===== src/rtl/genius_pkg.sv =====
// Shared types for the Genius game: colour codes, LED patterns and the LED scheduler states.
package genius_pkg;

  typedef logic [1:0] color_t;
  typedef logic [3:0] led_t;

  typedef enum logic [2:0] {
    IDLE,
    PLAY_ON,
    PLAY_OFF,
    FAIL_ON,
    FAIL_OFF
  } led_state_e;

  localparam led_t LED_OFF = 4'b0000;
  localparam led_t LED_ALL = 4'b1111;

  function automatic led_t color2led(input color_t c);
    led_t l;
    l    = LED_OFF;
    l[c] = 1'b1;
    return l;
  endfunction

endpackage


===== src/rtl/genius_seq_mem.sv =====
// Append-only colour sequence store with a count, a user read port and a playback read port.
module genius_seq_mem
  import genius_pkg::*;
#(
  parameter int MAX_LEN = 32
) (
  input  logic       clk,
  input  logic       rst_n,
  input  logic       clr,
  input  logic       wr_en,
  input  color_t     wr_color,
  input  logic [4:0] rd_idx,
  output led_t       rd_color,
  input  logic [4:0] pb_idx,
  output led_t       pb_led,
  output logic [5:0] seq_len,
  output logic       full
);

  localparam int AW = (MAX_LEN > 1) ? $clog2(MAX_LEN) : 1;

  color_t     mem_q [MAX_LEN];
  logic [5:0] count_q;

  assign full    = (count_q == 6'(MAX_LEN));
  assign seq_len = count_q;

  // The count doubles as the write pointer; clear only rewinds it, stale entries are masked on read.
  always_ff @(posedge clk or negedge rst_n) begin
    if (!rst_n) begin
      count_q <= '0;
      for (int i = 0; i < MAX_LEN; i++) begin
        mem_q[i] <= '0;
      end
    end else if (clr) begin
      count_q <= '0;
    end else if (wr_en && !full) begin
      mem_q[count_q[AW-1:0]] <= wr_color;
      count_q                <= count_q + 6'd1;
    end
  end

  assign rd_color = ({1'b0, rd_idx} < count_q) ? color2led(mem_q[rd_idx[AW-1:0]]) : LED_OFF;
  assign pb_led   = color2led(mem_q[pb_idx[AW-1:0]]);

endmodule


===== src/rtl/genius_led_sched.sv =====
// LED bus owner for Genius: sequence playback, failure blink and button echo on one registered output.
module genius_led_sched
  import genius_pkg::*;
#(
  parameter int TIME        = 50_000_000,
  parameter int MAX_LEN     = 32,
  parameter int FAIL_BLINKS = 3
) (
  input  logic       clk,
  input  logic       rst_n,
  input  logic       speed,
  input  logic       clr,
  input  logic       wr_en,
  input  color_t     wr_color,
  input  logic       play_req,
  input  logic [5:0] play_len,
  input  logic       fail,
  input  led_t       echo_btn,
  input  logic [4:0] rd_idx,
  output led_t       rd_color,
  output logic [5:0] seq_len,
  output logic       full,
  output logic       busy,
  output logic       play_done,
  output logic       fail_done,
  output led_t       leds
);

  localparam int CW = $clog2(TIME);
  localparam int BW = (FAIL_BLINKS > 1) ? $clog2(FAIL_BLINKS) : 1;

  // Phase lengths are stored as terminal counts so TIME itself never has to fit in CW bits.
  localparam logic [CW-1:0] SLOW_LAST  = CW'(TIME - 1);
  localparam logic [CW-1:0] FAST_LAST  = CW'(TIME / 2 - 1);
  localparam logic [BW-1:0] BLINK_LAST = BW'(FAIL_BLINKS - 1);

  led_state_e    state_q, state_d;
  logic [CW-1:0] cnt_q, cnt_d;
  logic [CW-1:0] plast_q, plast_d;
  logic [4:0]    idx_q, idx_d;
  logic [5:0]    len_q, len_d;
  logic [BW-1:0] blink_q, blink_d;
  logic          zdone_q, zdone_d;
  led_t          leds_q, leds_d;

  led_t       pb_led;
  logic [5:0] req_len;
  logic       in_fail;
  logic       phase_end;
  logic       last_entry;
  logic       last_blink;

  genius_seq_mem #(
    .MAX_LEN(MAX_LEN)
  ) u_mem (
    .clk     (clk),
    .rst_n   (rst_n),
    .clr     (clr),
    .wr_en   (wr_en),
    .wr_color(wr_color),
    .rd_idx  (rd_idx),
    .rd_color(rd_color),
    .pb_idx  (idx_d),
    .pb_led  (pb_led),
    .seq_len (seq_len),
    .full    (full)
  );

  assign req_len    = (play_len < seq_len) ? play_len : seq_len;
  assign in_fail    = (state_q == FAIL_ON) || (state_q == FAIL_OFF);
  assign phase_end  = (cnt_q == (in_fail ? SLOW_LAST : plast_q));
  assign last_entry = ({1'b0, idx_q} == (len_q - 6'd1));
  assign last_blink = (blink_q == BLINK_LAST);

  always_ff @(posedge clk or negedge rst_n) begin
    if (!rst_n) begin
      state_q <= IDLE;
      cnt_q   <= '0;
      plast_q <= '0;
      idx_q   <= '0;
      len_q   <= '0;
      blink_q <= '0;
      zdone_q <= 1'b0;
      leds_q  <= LED_OFF;
    end else begin
      state_q <= state_d;
      cnt_q   <= cnt_d;
      plast_q <= plast_d;
      idx_q   <= idx_d;
      len_q   <= len_d;
      blink_q <= blink_d;
      zdone_q <= zdone_d;
      leds_q  <= leds_d;
    end
  end

  always_comb begin
    state_d = state_q;
    cnt_d   = cnt_q;
    plast_d = plast_q;
    idx_d   = idx_q;
    len_d   = len_q;
    blink_d = blink_q;
    zdone_d = 1'b0;

    if (state_q != IDLE) begin
      cnt_d = phase_end ? '0 : cnt_q + 1'b1;
    end

    case (state_q)
      IDLE: begin
        if (fail) begin
          state_d = FAIL_ON;
          cnt_d   = '0;
          blink_d = '0;
        end else if (play_req) begin
          len_d   = req_len;
          plast_d = speed ? FAST_LAST : SLOW_LAST;
          idx_d   = '0;
          cnt_d   = '0;
          if (req_len == 6'd0) begin
            zdone_d = 1'b1;
          end else begin
            state_d = PLAY_ON;
          end
        end
      end
      PLAY_ON: begin
        if (fail) begin
          state_d = FAIL_ON;
          cnt_d   = '0;
          blink_d = '0;
        end else if (phase_end) begin
          state_d = PLAY_OFF;
        end
      end
      PLAY_OFF: begin
        if (fail) begin
          state_d = FAIL_ON;
          cnt_d   = '0;
          blink_d = '0;
        end else if (phase_end) begin
          if (last_entry) begin
            state_d = IDLE;
          end else begin
            idx_d   = idx_q + 5'd1;
            state_d = PLAY_ON;
          end
        end
      end
      FAIL_ON: begin
        if (phase_end) begin
          state_d = FAIL_OFF;
        end
      end
      FAIL_OFF: begin
        if (phase_end) begin
          if (last_blink) begin
            state_d = IDLE;
          end else begin
            blink_d = blink_q + 1'b1;
            state_d = FAIL_ON;
          end
        end
      end
      default: begin
        state_d = IDLE;
      end
    endcase
  end

  // LEDs follow the upcoming state; echo only runs once IDLE has lasted a full cycle.
  always_comb begin
    leds_d = LED_OFF;
    case (state_d)
      PLAY_ON: leds_d = pb_led;
      FAIL_ON: leds_d = LED_ALL;
      IDLE: begin
        if (state_q == IDLE) begin
          leds_d = echo_btn;
        end
      end
      default: leds_d = LED_OFF;
    endcase

    busy      = (state_q != IDLE);
    play_done = zdone_q || ((state_q == PLAY_OFF) && phase_end && last_entry && !fail);
    fail_done = (state_q == FAIL_OFF) && phase_end && last_blink;
  end

  assign leds = leds_q;

endmodule


===== config.mk =====
export PLATFORM = sky130hd
export DESIGN_NAME = genius_led_sched
export DESIGN_NICKNAME = d
export VERILOG_FILES = /design/src/rtl/genius_pkg.sv /design/src/rtl/genius_seq_mem.sv /design/src/rtl/genius_led_sched.sv
export SDC_FILE = /design/constraint.sdc
export NUM_CORES = 1
export LEC_CHECK = 0
export ABC_CLOCK_PERIOD_IN_PS = 5100
export BUFFER_PORTS_ARGS = -buffer_cell sky130_fd_sc_hd__buf_2
export CAP_MARGIN = 25
export CORE_MARGIN = 2
export CORE_UTILIZATION = 40
export CTS_BUF_LIST = sky130_fd_sc_hd__clkbuf_8
export DETAILED_ROUTE_END_ITERATION = 10
export GPL_TIMING_DRIVEN = 0
export PLACE_DENSITY = 0.67
export SLEW_MARGIN = 20
export SYNTH_ARGS = -nofsm -noshare
export SYNTH_HDL_FRONTEND = slang
export SYNTH_SLANG_ARGS = --single-unit

===== constraint.sdc =====
create_clock -name clk -period 5.1 [get_ports clk]
set_input_delay 0.255 -clock clk [delete_from_list [all_inputs] [get_ports clk]]
set_output_delay 0.255 -clock clk [all_outputs]
set_load 0.03 [all_outputs]

* Yosys cells after proc, flatten, opt, wreduce, memory -nomap -nowiden
Index checks and enable logic that the tools add are counted.
Storage, ports and cells: flip-flop bits (word level) 143, bits of input ports 24, output and inout port bits 18
Operators by class: $add $sub $neg 5, $lt $le $gt $ge 10, equality and inequality tests 13, muxes and demuxes 53, bitwise operators 5, reductions and logical operators 24
Operators with widths (count):
- $mux W26 | 7
- $bwmux W64 | 1
- $pmux W26 S2 | 1
- $mux W3 | 9
- $add A26 B1 Y26 const B | 1
- $eq A26 B26 Y1 | 1
- $mux W5 | 5
- $bmux W2 S5 | 2
- $ge A6 B6 Y1 const B | 3
- $mux W2 | 9
- $mux W6 | 3
- $not A5 Y6 | 3
- $pmux W3 S5 | 1
- $pmux W4 S3 | 1
- $demux W2 S5 | 1
- $pmux W5 S2 | 1
- $eq A3 B2 Y1 const B | 3
- $logic_and A1 B1 Y1 | 9
- $mux W4 | 2
- $mux W1 | 7
- $add A6 B1 Y6 const B | 1
- $eq A3 B1 Y1 const B | 2
- $eq A5 B6 Y1 | 1
- $eq A6 B6 Y1 const B | 1
- other kinds (26) | 35

* Logic depth before layout (Yosys ltp)
Gate-level depths: netlist of run 1.
word-level depth 16, depth in mapped cells 16, gate-level depth less buffers 14

* Modules after synthesis
From an unflattened synthesis of run 1, not the netlist that was laid out.
Unflattened totals: cells, all modules 649, area, all modules 7180.6 um^2
Modules (own cells, without submodules):
- genius_seq_mem | instances 1, cells each 322, area each 4120.2 um^2, seq. area each 1751.7 um^2
- genius_led_sched | instances 1, cells each 327, area each 3060.4 um^2, seq. area each 1251.2 um^2

* Worst setup path before layout of run 1
Ideal clock, no wire load.
kind flip-flop to flip-flop, start point register len_q[0], end point register leds_q[2] (netlist: leds[2]), setup time 0.076 ns, arrival 3.291 ns, slack 1.733 ns, stages on the path, launching flop included 15, clock period less this slack 3.367 ns, cell sequence dfrtp_1 > inv_1 > ha_1 > or3_1 > a31o_1 > or2_0 > clkbuf_1 > a31oi_1 > nor2_4 > buf_6 > a2111oi_1 > o31a_1 > a311oi_2 > or3_1 > o21ai_1
Between the ends: cells in the longest elaborated chain, start to end 15, elaborated cells on any way between the ends 23, those cells by class add/sub: 1; order compare: 2; eq/ne: 3; mux: 14; bitwise: 1; reduce/logical: 2
Ends and longest elaborated chain:
- from (decl) | RTL line genius_led_sched.sv:41 | logic [5:0] len_q, len_d;
- from (signal assigned) | RTL line genius_led_sched.sv:90 | len_q <= len_d;
- $sub A6 B1 Y6 (*) | RTL line genius_led_sched.sv:72 | assign last_entry = ({1'b0, idx_q} == (len_q - 6'd1));
- $eq A5 B6 Y1 (*) | RTL line genius_led_sched.sv:72
- $mux W5 | RTL line genius_led_sched.sv:143 | if (last_entry) begin
- $mux W5 | RTL line genius_led_sched.sv:142 | end else if (phase_end) begin
- $mux W5 | RTL line genius_led_sched.sv:138 | if (fail) begin
- $pmux W5 S2 | RTL line genius_led_sched.sv:110 | case (state_q)
- $not A5 Y6 (not written as such) | RTL line genius_seq_mem.sv:44 | assign pb_led = color2led(mem_q[pb_idx[AW-1:0]]);
- $bmux W2 S5 | RTL line genius_seq_mem.sv:44
- $mux W2 (not written as such) (2 in series) | RTL line genius_seq_mem.sv:44
- $lt A2 B3 Y1 (not written as such) or $ge A2 B1 Y1 (tied branches) | RTL line genius_pkg.sv:21 | l[c] = 1'b1;
- $logic_and A1 B1 Y1 (not written as such) | RTL line genius_pkg.sv:21
- $mux W1 (not written as such) | RTL line genius_pkg.sv:21
- $demux W1 S2
- $pmux W4 S3 (*) | RTL line genius_led_sched.sv:175 | case (state_d)
- net leds_d[2] | RTL line genius_led_sched.sv:44 | led_t leds_q, leds_d;
- to (signal assigned) | RTL line genius_led_sched.sv:93 | leds_q <= leds_d;
- to (decl) | RTL line genius_led_sched.sv:44
Mark *: on every way through the listed nets, which the timed path passes. The rest lies on a longest branch. The select of a mux whose other input is x is not followed. A chain may end at the register's enable or synchronous reset.

* Worst setup path in the final report of run 1
Same ends and word-level chain as after synthesis.

==> reports/metrics.cfg, run 1 <==
[status]
status = finished clean

[place]
gp_congestion = 0.948
dp_hpwl_um = 14200
postPlaceCellArea_um2 = 7870
numPortBuffers = 40

[critical_path]
r2r_slack_ns = 0.72
r2r_cells = 14
worstPathRequired_ns = 5.43
startpoint_type = flop
cp_max_fo = 10
cp-end-kind = flop
critPathKind = flop to flop
crit_arrival_ns = 4.71

[sta]
final.setup.tns_ns = 0
fmax_mhz = 229
fin_crit_ns = 4.38
rsz0062_at_grt = no
fin_skew_ns = 0.0143
fin_crit_sh_pct = 85.8
drv_slew = 0
hold_violations = 0
slew_headroom_pct = 43.6
worst_pin_slew_ns = 0.839
setup_viol = 0

[routing]
wirelength_um = 19700
wl_per_cell_um = 19.0
vias_per_cell = 5.80
first_pass_iters = 5
initialDrtViolationCount = 548
drc = 0
postRouteAntennaNets = 0
dr_total_vias = 5998

[floorplan]
die_area_um2 = 19500
ios = 42
coreArea_um2 = 18000
die_w_um = 140
start_util_pct = 40.8
die_h_um = 140
rows = 49

[yosys]
synth_common_cells = dfrtp_1, nor2_1, mux2_2
async_reset_ff_share_pct = 100
ys_types = 72
yosysTopAreaCellShare_pct = 40.9
synth_flop_cell = dfrtp_1
synth-edff-count = 0
yosysMostFrequentCell = dfrtp_1
synth_area_leaders = dfrtp_1, mux2_2, mux4_2
yosys_warnings = 0
postSynthCellCount = 732
synth.net_count = 773
synth-seq-cells = 120
syn_area_um2 = 7350
avgSynthCellArea_um2 = 10.0
yosysSeqAreaShare_pct = 40.9
yosysTopAreaCell = dfrtp_1

[global_routing]
use_met2_pct = 32.1
antenna_found_initial = 0
overflow = 0
busiest_layer = met2
grt_use_total_pct = 20.8
grt_pass1_wl_um = 31900
grt_max_degree = 81
grt_pass1_vias = 5914
grt_use_met3_pct = 4.40
grtUsageMet1_pct = 29.1

[power]
vdd_drop_max_mv = 0.148
power_density_nw_per_um2 = 272
p_leak_nw = 3.59

[final_layout]
layout-drive-gt1-share_pct = 23.0
design_area_um2 = 8270
syn_to_final_growth_pct = 12.5
seqCellArea_um2 = 3000
nFillCells = 1736
diodes = 0
final_nets = 835
multi_input_area_um2 = 4050

[flow_run]
maxCapViolCount = 0

[clock_network]
cts_tree = done
ctsResizeCount = 0
cts-root-to-sink-buffers = 2
clkTransAtPathRegs_ns = 0.08
cts_buffers = 17
cts_hold_buf = 2
root_buffer = clkbuf_8
clock-sinks = 120
cts_setup_buffers = 0
h-tree-depth = 4
clk_latency_ns = 0.45

[worst_hold_path]
hp-class = input pin to flop
hold_path_depth = 2

worst paths after layout:
path / from / end
max: len_q[0] / leds[2]
min: clr / u_mem.seq_len[5]
max reg2reg: len_q[0] / leds[2]
min reg2reg: plast_q[22] / plast_q[22]
max in group asynchronous: rst_n / u_mem.mem_q[58]
min in group asynchronous: rst_n / cnt_q[3]
per-layer routing:
metal  vias up  routed length, µm
met5         -                  0
met2       193               9110
li1       2823                  -
met3        35               1030
met4         0                490
met1      2947               9050
where the power goes:
| part | internal (W) | total, W | switching (W) |
|---|---|---|---|
| Clock | 0.000461 | 0.000843 | 0.000383 |
| Combinational | 0.000141 | 0.000305 | 0.000164 |
| Sequential | 0.00102 | 0.00110 | 0.0000832 |
| Total | 0.00162 | 0.00225 | 0.000629 |
kinds of logic after synthesis:
| family | Yosys count | synth area share (%) |
|---|---|---|
| simple gates | 262 | 17.9 |
| compound gates | 134 | 12.4 |
| flops | 120 | 40.9 |
| mux | 103 | 18.6 |
| buf+inv | 68 | 4.02 |
| xor+xnor | 28 | 3.34 |
| fa+ha+maj | 17 | 2.89 |
sequential cells by signal, summed over array words and instances, names as in the netlist, 2 cells and up:
register / cells
cnt_q: 26
plast_q: 3
idx_q: 5
len_q: 6
leds: 4
state_q: 3
blink_q: 2
u_mem.seq_len: 6
u_mem.mem_q: 64
layout by cell type (no fill, tap or decap), drive strengths merged, types with 4 or more instances in the layout:
cell,n
mux4,20
nand3,48
a21oi,17
ha,17
nand2b,4
a21o,5
nor2,76
nand4,16
o21ai,48
o2111ai,8
a211oi,5
buf,53
a31oi,5
o211ai,4
clkinv,7
nor3,9
xor2,18
nor4,9
nand2,55
clkbuf,41
dfrtp,120
mux2,66
a21boi,7
and3,6
a31o,5
nor2b,6
inv,34
xnor2,10
mux2i,17
or3,8
a2111oi,5
critical path: stages, from the launching register on:
cell and delay (ns):
dfrtp_1 0.46, inv_1 0.08, ha_1 0.23, or3_1 0.38, a31o_1 0.23, or2_0 0.22, clkbuf_1 0.21, a31oi_1 0.68
clkbuf_1 0.42, o21ai_0 0.20, a32oi_1 0.27, o22ai_1 0.11, o31ai_1 0.33, o21ai_1 0.16, o21ai_1 0.27
cell type report:
class / count / share of cell area, %
Buffer: 33 / 1.98
Clock buffer: 20 / 3.33
Clock inverter: 10 / 1.26
Inverter: 35 / 1.59
Multi-Input combinational cell: 544 / 49.0
Sequential cell: 120 / 36.3
Tap cell: 229 / 3.47
Timing Repair Buffer: 43 / 3.07
metrics by stage:
stage / std cells / power (W) / utilization, % / setup slack [ns] / hold slack [ns]
finish: 1034 / 0.00225 / 45.9 / 0.724 / 0.0488
global route: 1034 / 0.00235 / 45.9 / 0.431 / 0.0515
CTS: 1034 / 0.00226 / 45.9 / 0.840 / 0.0334
detailed placement: 1002 / 0.00142 / 43.7 / 0.894 / 0.200
global placement: 1001 / 0.00140 / 43.5 / 0.939 / 0.445
floorplan: 732 / 0.00130 / - / 1.73 / -0.0406
Note: power is estimated with default switching activity, not from simulation.
==> run 2, diff against run 1 <==
Settings changed: BUFFER_PORTS_ARGS -buffer_cell sky130_fd_sc_hd__buf_2 to -buffer_cell sky130_fd_sc_hd__buf_4.
==> reports/metrics.cfg, run 2 (same netlist as run 1, synthesis figures left out) <==
[status]
status = finished clean

[routing]
wl_per_cell_um = 19.1  ; +0.13%
postRouteAntennaNets = 0  ; unchanged
initialDrtViolationCount = 625  ; +14%
wirelength_um = 19800  ; +0.42%
drc = 0  ; unchanged
vias_per_cell = 5.87  ; +1.2%
first_pass_iters = 5  ; unchanged
dr_total_vias = 6090  ; +1.5%

[clock_network]
cts_setup_buffers = 0  ; unchanged
h-tree-depth = 4  ; unchanged
cts_tree = done
root_buffer = clkbuf_8
clk_latency_ns = 0.45  ; about the same
clkTransAtPathRegs_ns = 0.08  ; about the same
cts-root-to-sink-buffers = 2  ; unchanged
clock-sinks = 120  ; unchanged
cts_buffers = 17  ; unchanged

[global_routing]
antenna_found_initial = 1  ; +1
grt_pass1_wl_um = 32100  ; +0.60%
overflow = 0  ; unchanged
grt_pass1_vias = 5977  ; +1.1%
grt_use_total_pct = 20.9  ; +0.075 points
grt_max_degree = 65  ; -20%

[final_layout]
final_cell_mix = dfrtp_1, nor2_1, mux2_2, nand2_1, nand3_1
final_nets = 836  ; +0.12%
largest_reg_flops = 64  ; unchanged
top_register = u_mem.mem_q
reg_top3 = u_mem.mem_q x64, cnt_q x26
syn_to_final_growth_pct = 13.6
diodes = 0  ; unchanged
layout-drive-gt1-share_pct = 23.1  ; +0.16 points
mostFrequentLayoutCell = dfrtp_1

[place]
dpl_worst_slack_ns = 0.905  ; +0.0114 ns
numPortBuffers = 40  ; unchanged
dp_hpwl_um = 14300  ; +0.66%
gp_congestion = 0.948  ; about the same

[power]
power_density_nw_per_um2 = 262  ; -3.8%
p_leak_nw = 3.61  ; +0.40%
vdd_drop_max_mv = 0.259  ; +75%
total_power_w = 0.00218  ; -2.8%

[flow_run]
maxCapViolCount = 0  ; unchanged

[critical_path]
cpLargestDelayFamily = compound AO/OA/AOI/OAI gates
critPathKind = flop to flop
critical_path.cell_chain = inv_1 > ha_1 > or3_1 > a31o_1 > or2_0 > clkbuf_1 > a31oi_1 > clkbuf_1 > o21ai_0 > a32oi_1 > o22ai_1 > o31ai_1 > o21ai_1 > o21a_1
slowest_delay_ns = 0.67  ; about the same
worstPathRequired_ns = 5.43  ; about the same
cp_max_fo = 10  ; unchanged
path_buf_inv = 3  ; unchanged
cp-end-kind = flop
crit_arrival_ns = 4.63  ; -0.08 ns
crit_top_cell = clkbuf_1
critPathSlowestCell = a31oi_1
startpoint_type = flop

[sta]
hold_violations = 0  ; unchanged
fin_skew_ns = 0.0115  ; -0.00276 ns
fmax_mhz = 233  ; +1.8%
final.setup.tns_ns = 0  ; unchanged
worst_pin_slew_ns = 0.811  ; -0.0280 ns
worst_slack_ns = 0.801  ; +0.0774 ns
fin_crit_ns = 4.30  ; -0.0774 ns
drv_slew = 0  ; unchanged
slew_headroom_pct = 45.5  ; +1.9 points
rsz0062_at_grt = no
setup_viol = 0  ; unchanged
fin_crit_sh_pct = 84.3  ; -1.5 points

[floorplan]
start_util_pct = 40.8  ; unchanged
die_w_um = 140  ; unchanged
rows = 49  ; unchanged
ios = 42  ; unchanged
die_area_um2 = 19500  ; unchanged
coreArea_um2 = 18000  ; unchanged
die_h_um = 140  ; unchanged

[worst_hold_path]
hp-class = input pin to flop

==> run 2: cell count changes in the layout (fill, tap and decap cells not counted), sizes merged <==
| cell | change |
|---|---|
| clkinv | +5 |
| dlygate4sd3 | +1 |
| inv | +1 |
| clkbuf | -2 |
| bufinv | -2 |
==> run 2: stage by stage <==
step | instance area (µm²) | std cells | utilization [%] | hold slack (ns)
final | 8350 | 1037 | 46.3 | 0.0666
after global routing | 8350 | 1037 | 46.3 | 0.0544
after CTS | 8350 | 1037 | 46.3 | 0.0417
after detailed placement | 7970 | 1002 | 44.2 | 0.282
after global placement | 7940 | 1001 | 44.0 | 0.438
after floorplan | 7350 | 732 | - | -0.0406
==> run 2: cell type report <==
cell class              instances  area, µm²
clock inverters                14        104
repair buffers                 44        362
multi-input cells             544       4050
plain buffers                  33        164
flip-flops and latches        120       3000
fillers                      1703       9680
well taps                     229        287
clock buffers                  18        248
inverters                      35        131
==> run 2: path summary, 6_finish.rpt <==
| kind | startpoint | endpoint | slack [ns] | depth (start not counted) |
|---|---|---|---|---|
| setup / recovery | len_q[0] | leds[1] | 0.80 | 14 |
| setup reg to reg | len_q[0] | leds[1] | 0.80 | 14 |
| min in group asynchronous | rst_n | cnt_q[19] | 0.34 | 2 |
| max in group asynchronous | rst_n | u_mem.mem_q[43] | 4.05 | 3 |
| hold / removal | wr_color[1] | u_mem.mem_q[61] | 0.07 | 2 |
| hold reg to reg | plast_q[22] | plast_q[22] | 0.48 | 1 |
==> run 2: metal layers <==
metal  up-vias  share of wire (%)  global-route usage (%)  routed length (µm)
met5         -              0.066                       0                  13
met3        47                5.5                    4.75                1080
met2       195                 46                    31.6                9010
met4         2                3.2                    9.21                 632
li1       2826                  -                       -                   -
met1      3020                 46                    28.9                9020
==> run 2: repair_timing <==
| action | CTS | global route |
|---|---|---|
| endpoints found under the setup margin | 0 | 0 |
| hold endpoints to repair | 70 | 0 |
| hold buffers | 3 | 0 |
| gates resized for setup | 0 | 0 |
==> run 2: power breakdown <==
part	total, W	leakage [nW]	switching, W	internal [W]
combinational	0.000310	1.85	0.000162	0.000148
clock	0.000777	0.180	0.000427	0.000349
sequential	0.00110	1.58	0.0000818	0.00102
==> run 3, diff against run 2 <==
Settings changed: ABC_CLOCK_PERIOD_IN_PS 5100 to 3400, PLACE_DENSITY 0.67 to 0.69.
Clock period 5.1 ns to 3.4 ns, I/O delays scaled along.
==> reports/metrics.cfg, run 3 (same netlist as run 1, synthesis figures left out) <==
[status]
status = finished with violations
violations = setup timing

[power]
clkPwrFrac_pct = 37.5  ; +2.0 points
vdd_drop_max_mv = 0.193  ; -25%
seqPwrFrac_pct = 47.6  ; -2.7 points
p_sw_share_pct = 28.2  ; -2.6 points
pwr-share-comb_pct = 14.9  ; +0.7 points
power_density_nw_per_um2 = 387  ; +48%
netSwitchingPower_w = 0.000979  ; +46%
p_int_w = 0.00250  ; +65%
p_leak_nw = 3.85  ; +6.8%

[final_layout]
final_nets = 862  ; +3.1%
layout-drive-gt1-share_pct = 30.1  ; +7.0 points
syn_to_final_growth_pct = 22.4
top_register = u_mem.mem_q
final_cell_mix = dfrtp_1, nor2_1, mux2_2, buf_4, nand2_1
mostFrequentLayoutCell = dfrtp_1
reg_top3 = u_mem.mem_q x64, cnt_q x26
final_util_pct = 49.9  ; +3.6 points
diodes = 0  ; unchanged
largest_reg_flops = 64  ; unchanged

[worst_hold_path]
hp-start = wr_en
hold_path_depth = 3  ; +1
hp-class = input pin to flop
hold_end = u_mem.seq_len[1]

[place]
numPortBuffers = 40  ; unchanged
gp_congestion = 0.903  ; -4.8%
dp_hpwl_um = 14000  ; -1.9%

[clock_network]
clk_latency_ns = 0.45  ; about the same
h-tree-depth = 4  ; unchanged
cts_buffers = 17  ; unchanged
root_buffer = clkbuf_8
clkTransAtPathRegs_ns = 0.07  ; about the same
clock-sinks = 120  ; unchanged
cts_tree = done
cts-root-to-sink-buffers = 2  ; unchanged

[sta]
setup_viol = 4  ; +4
hold_violations = 0  ; unchanged
worst_pin_slew_ns = 0.781  ; -0.0301 ns
drv_slew = 0  ; unchanged
slew_headroom_pct = 47.5  ; +2.0 points
worst_slack_ns = -0.103  ; -0.905 ns
rsz0062_at_grt = yes
fin_crit_sh_pct = 103  ; +19 points
fin_skew_ns = 0.00840  ; -0.00309 ns
whs_ns = 0.0154  ; -0.0512 ns
fin_crit_ns = 3.50  ; -0.795 ns
fmax_mhz = 285  ; +23%

[critical_path]
cp-end-kind = flop
cp_max_fo = 8  ; -2
critPathKind = flop to flop
worstPathRequired_ns = 3.79  ; -1.64 ns
reg2reg_to = leds[0]
r2r_start = len_q[1]
startpoint_type = flop
r2r_cells = 14  ; unchanged
r2r_slack_ns = -0.10  ; -0.90 ns
crit_arrival_ns = 3.90  ; -0.73 ns

[floorplan]
ios = 42  ; unchanged
die_w_um = 140  ; unchanged
die_area_um2 = 19500  ; unchanged
die_h_um = 140  ; unchanged
start_util_pct = 40.8  ; unchanged
coreArea_um2 = 18000  ; unchanged
rows = 49  ; unchanged

[global_routing]
overflow = 0  ; unchanged
grt_pass1_vias = 6005  ; +0.47%
antenna_found_initial = 0  ; -1
grt_use_total_pct = 20.9  ; about the same
grt_pass1_wl_um = 32200  ; +0.34%
grt_max_degree = 73  ; +12%

[routing]
vias_per_cell = 5.92  ; +0.89%
wl_per_cell_um = 19.1  ; +0.29%
wirelength_um = 20300  ; +2.8%
initialDrtViolationCount = 521  ; -17%
first_pass_iters = 5  ; unchanged
drc = 0  ; unchanged
postRouteAntennaNets = 0  ; unchanged
dr_total_vias = 6298  ; +3.4%

[flow_run]
maxCapViolCount = 0  ; unchanged

[run 3: cell types whose count changed in the layout (fill, tap and decap cells not counted), sizes merged]
cell | before | now
buf | 53 | 78
bufinv | 0 | 3
dlygate4sd3 | 3 | 6
clkbuf | 39 | 37
clkinv | 12 | 8
clkinvlp | 2 | 0
inv | 35 | 38
[run 3: critical path, stage by stage (launching register included)]
cell	delay (ns)
dfrtp_1	0.42
inv_1	0.07
ha_1	0.20
or3_1	0.38
a31o_1	0.23
or2_0	0.21
clkbuf_8	0.18
a31oi_4	0.30
nor2_4	0.10
buf_8	0.16
a2111oi_0	0.38
nand4bb_1	0.22
o211ai_1	0.18
o21ai_2	0.24
a21o_1	0.16
[run 3: routing by layer]
metal / global-route usage [%] / vias to the layer above / wire length (µm) / share of wire (%)
met3: 4.54 / 55 / 1390 / 6.8
li1: - / 2889 / - / -
met5: 0 / - / 0 / 0
met4: 9.53 / 0 / 661 / 3.3
met2: 32.9 / 215 / 9370 / 46
met1: 27.8 / 3139 / 8900 / 44
[run 3: power groups by stage]
stage / Clock [W] / Combinational (W) / Sequential (W)
floorplan: 0 / 0.000312 / 0.00164
global placement: 0 / 0.000449 / 0.00167
detailed placement: 0 / 0.000463 / 0.00167
CTS: 0.00133 / 0.000507 / 0.00165
global route: 0.00139 / 0.000569 / 0.00167
finish: 0.00130 / 0.000517 / 0.00166
[run 3: cell type report]
| class | instances | area [µm²] |
|---|---|---|
| Tap cell | 229 | 287 |
| Timing Repair Buffer | 73 | 589 |
| Inverter | 35 | 135 |
| Sequential cell | 120 | 3010 |
| Fill cell | 1622 | 9030 |
| Clock buffer | 18 | 248 |
| Buffer | 30 | 216 |
| Multi-Input combinational cell | 544 | 4370 |
| Clock inverter | 14 | 143 |
[run 3: worst max-delay path by stage]
stage                           from  endpoint  slack (ns)  depth (start not counted)
after CTS                 state_q[0]   leds[0]       -0.01                         15
after floorplan             len_q[0]   leds[2]        0.03                         14
final                       len_q[1]   leds[0]       -0.10                         14
after global placement      len_q[0]   leds[1]       -0.76                         14
after global routing        cnt_q[2]   leds[3]       -0.23                         13
after detailed placement    len_q[0]   leds[1]       -0.71                         14
[run 3: what timing repair did]
| action | 4_1_cts | 5_1_grt |
|---|---|---|
| setup endpoints to repair | 6 | 5 |
| hold endpoints to repair | 61 | 0 |
| gates resized for setup | 75 | 20 |
| gates cloned | 2 | 0 |
| hold buffers | 6 | 0 |
| pin swaps | 27 | 19 |
| buffers inserted | 18 | 6 |
[run 3: stage by stage]
stage	setup WS [ns]	total power, W	std cells	area [µm²]	TNS (ns)
floorplan	0.0328	0.00195	732	7350	0
global placement	-0.758	0.00212	1001	7940	-2.86
detailed placement	-0.712	0.00214	1002	7970	-2.71
CTS	-0.00999	0.00348	1058	8870	-0.0144
global route	-0.230	0.00362	1063	8990	-0.849
finish	-0.103	0.00348	1063	8990	-0.388
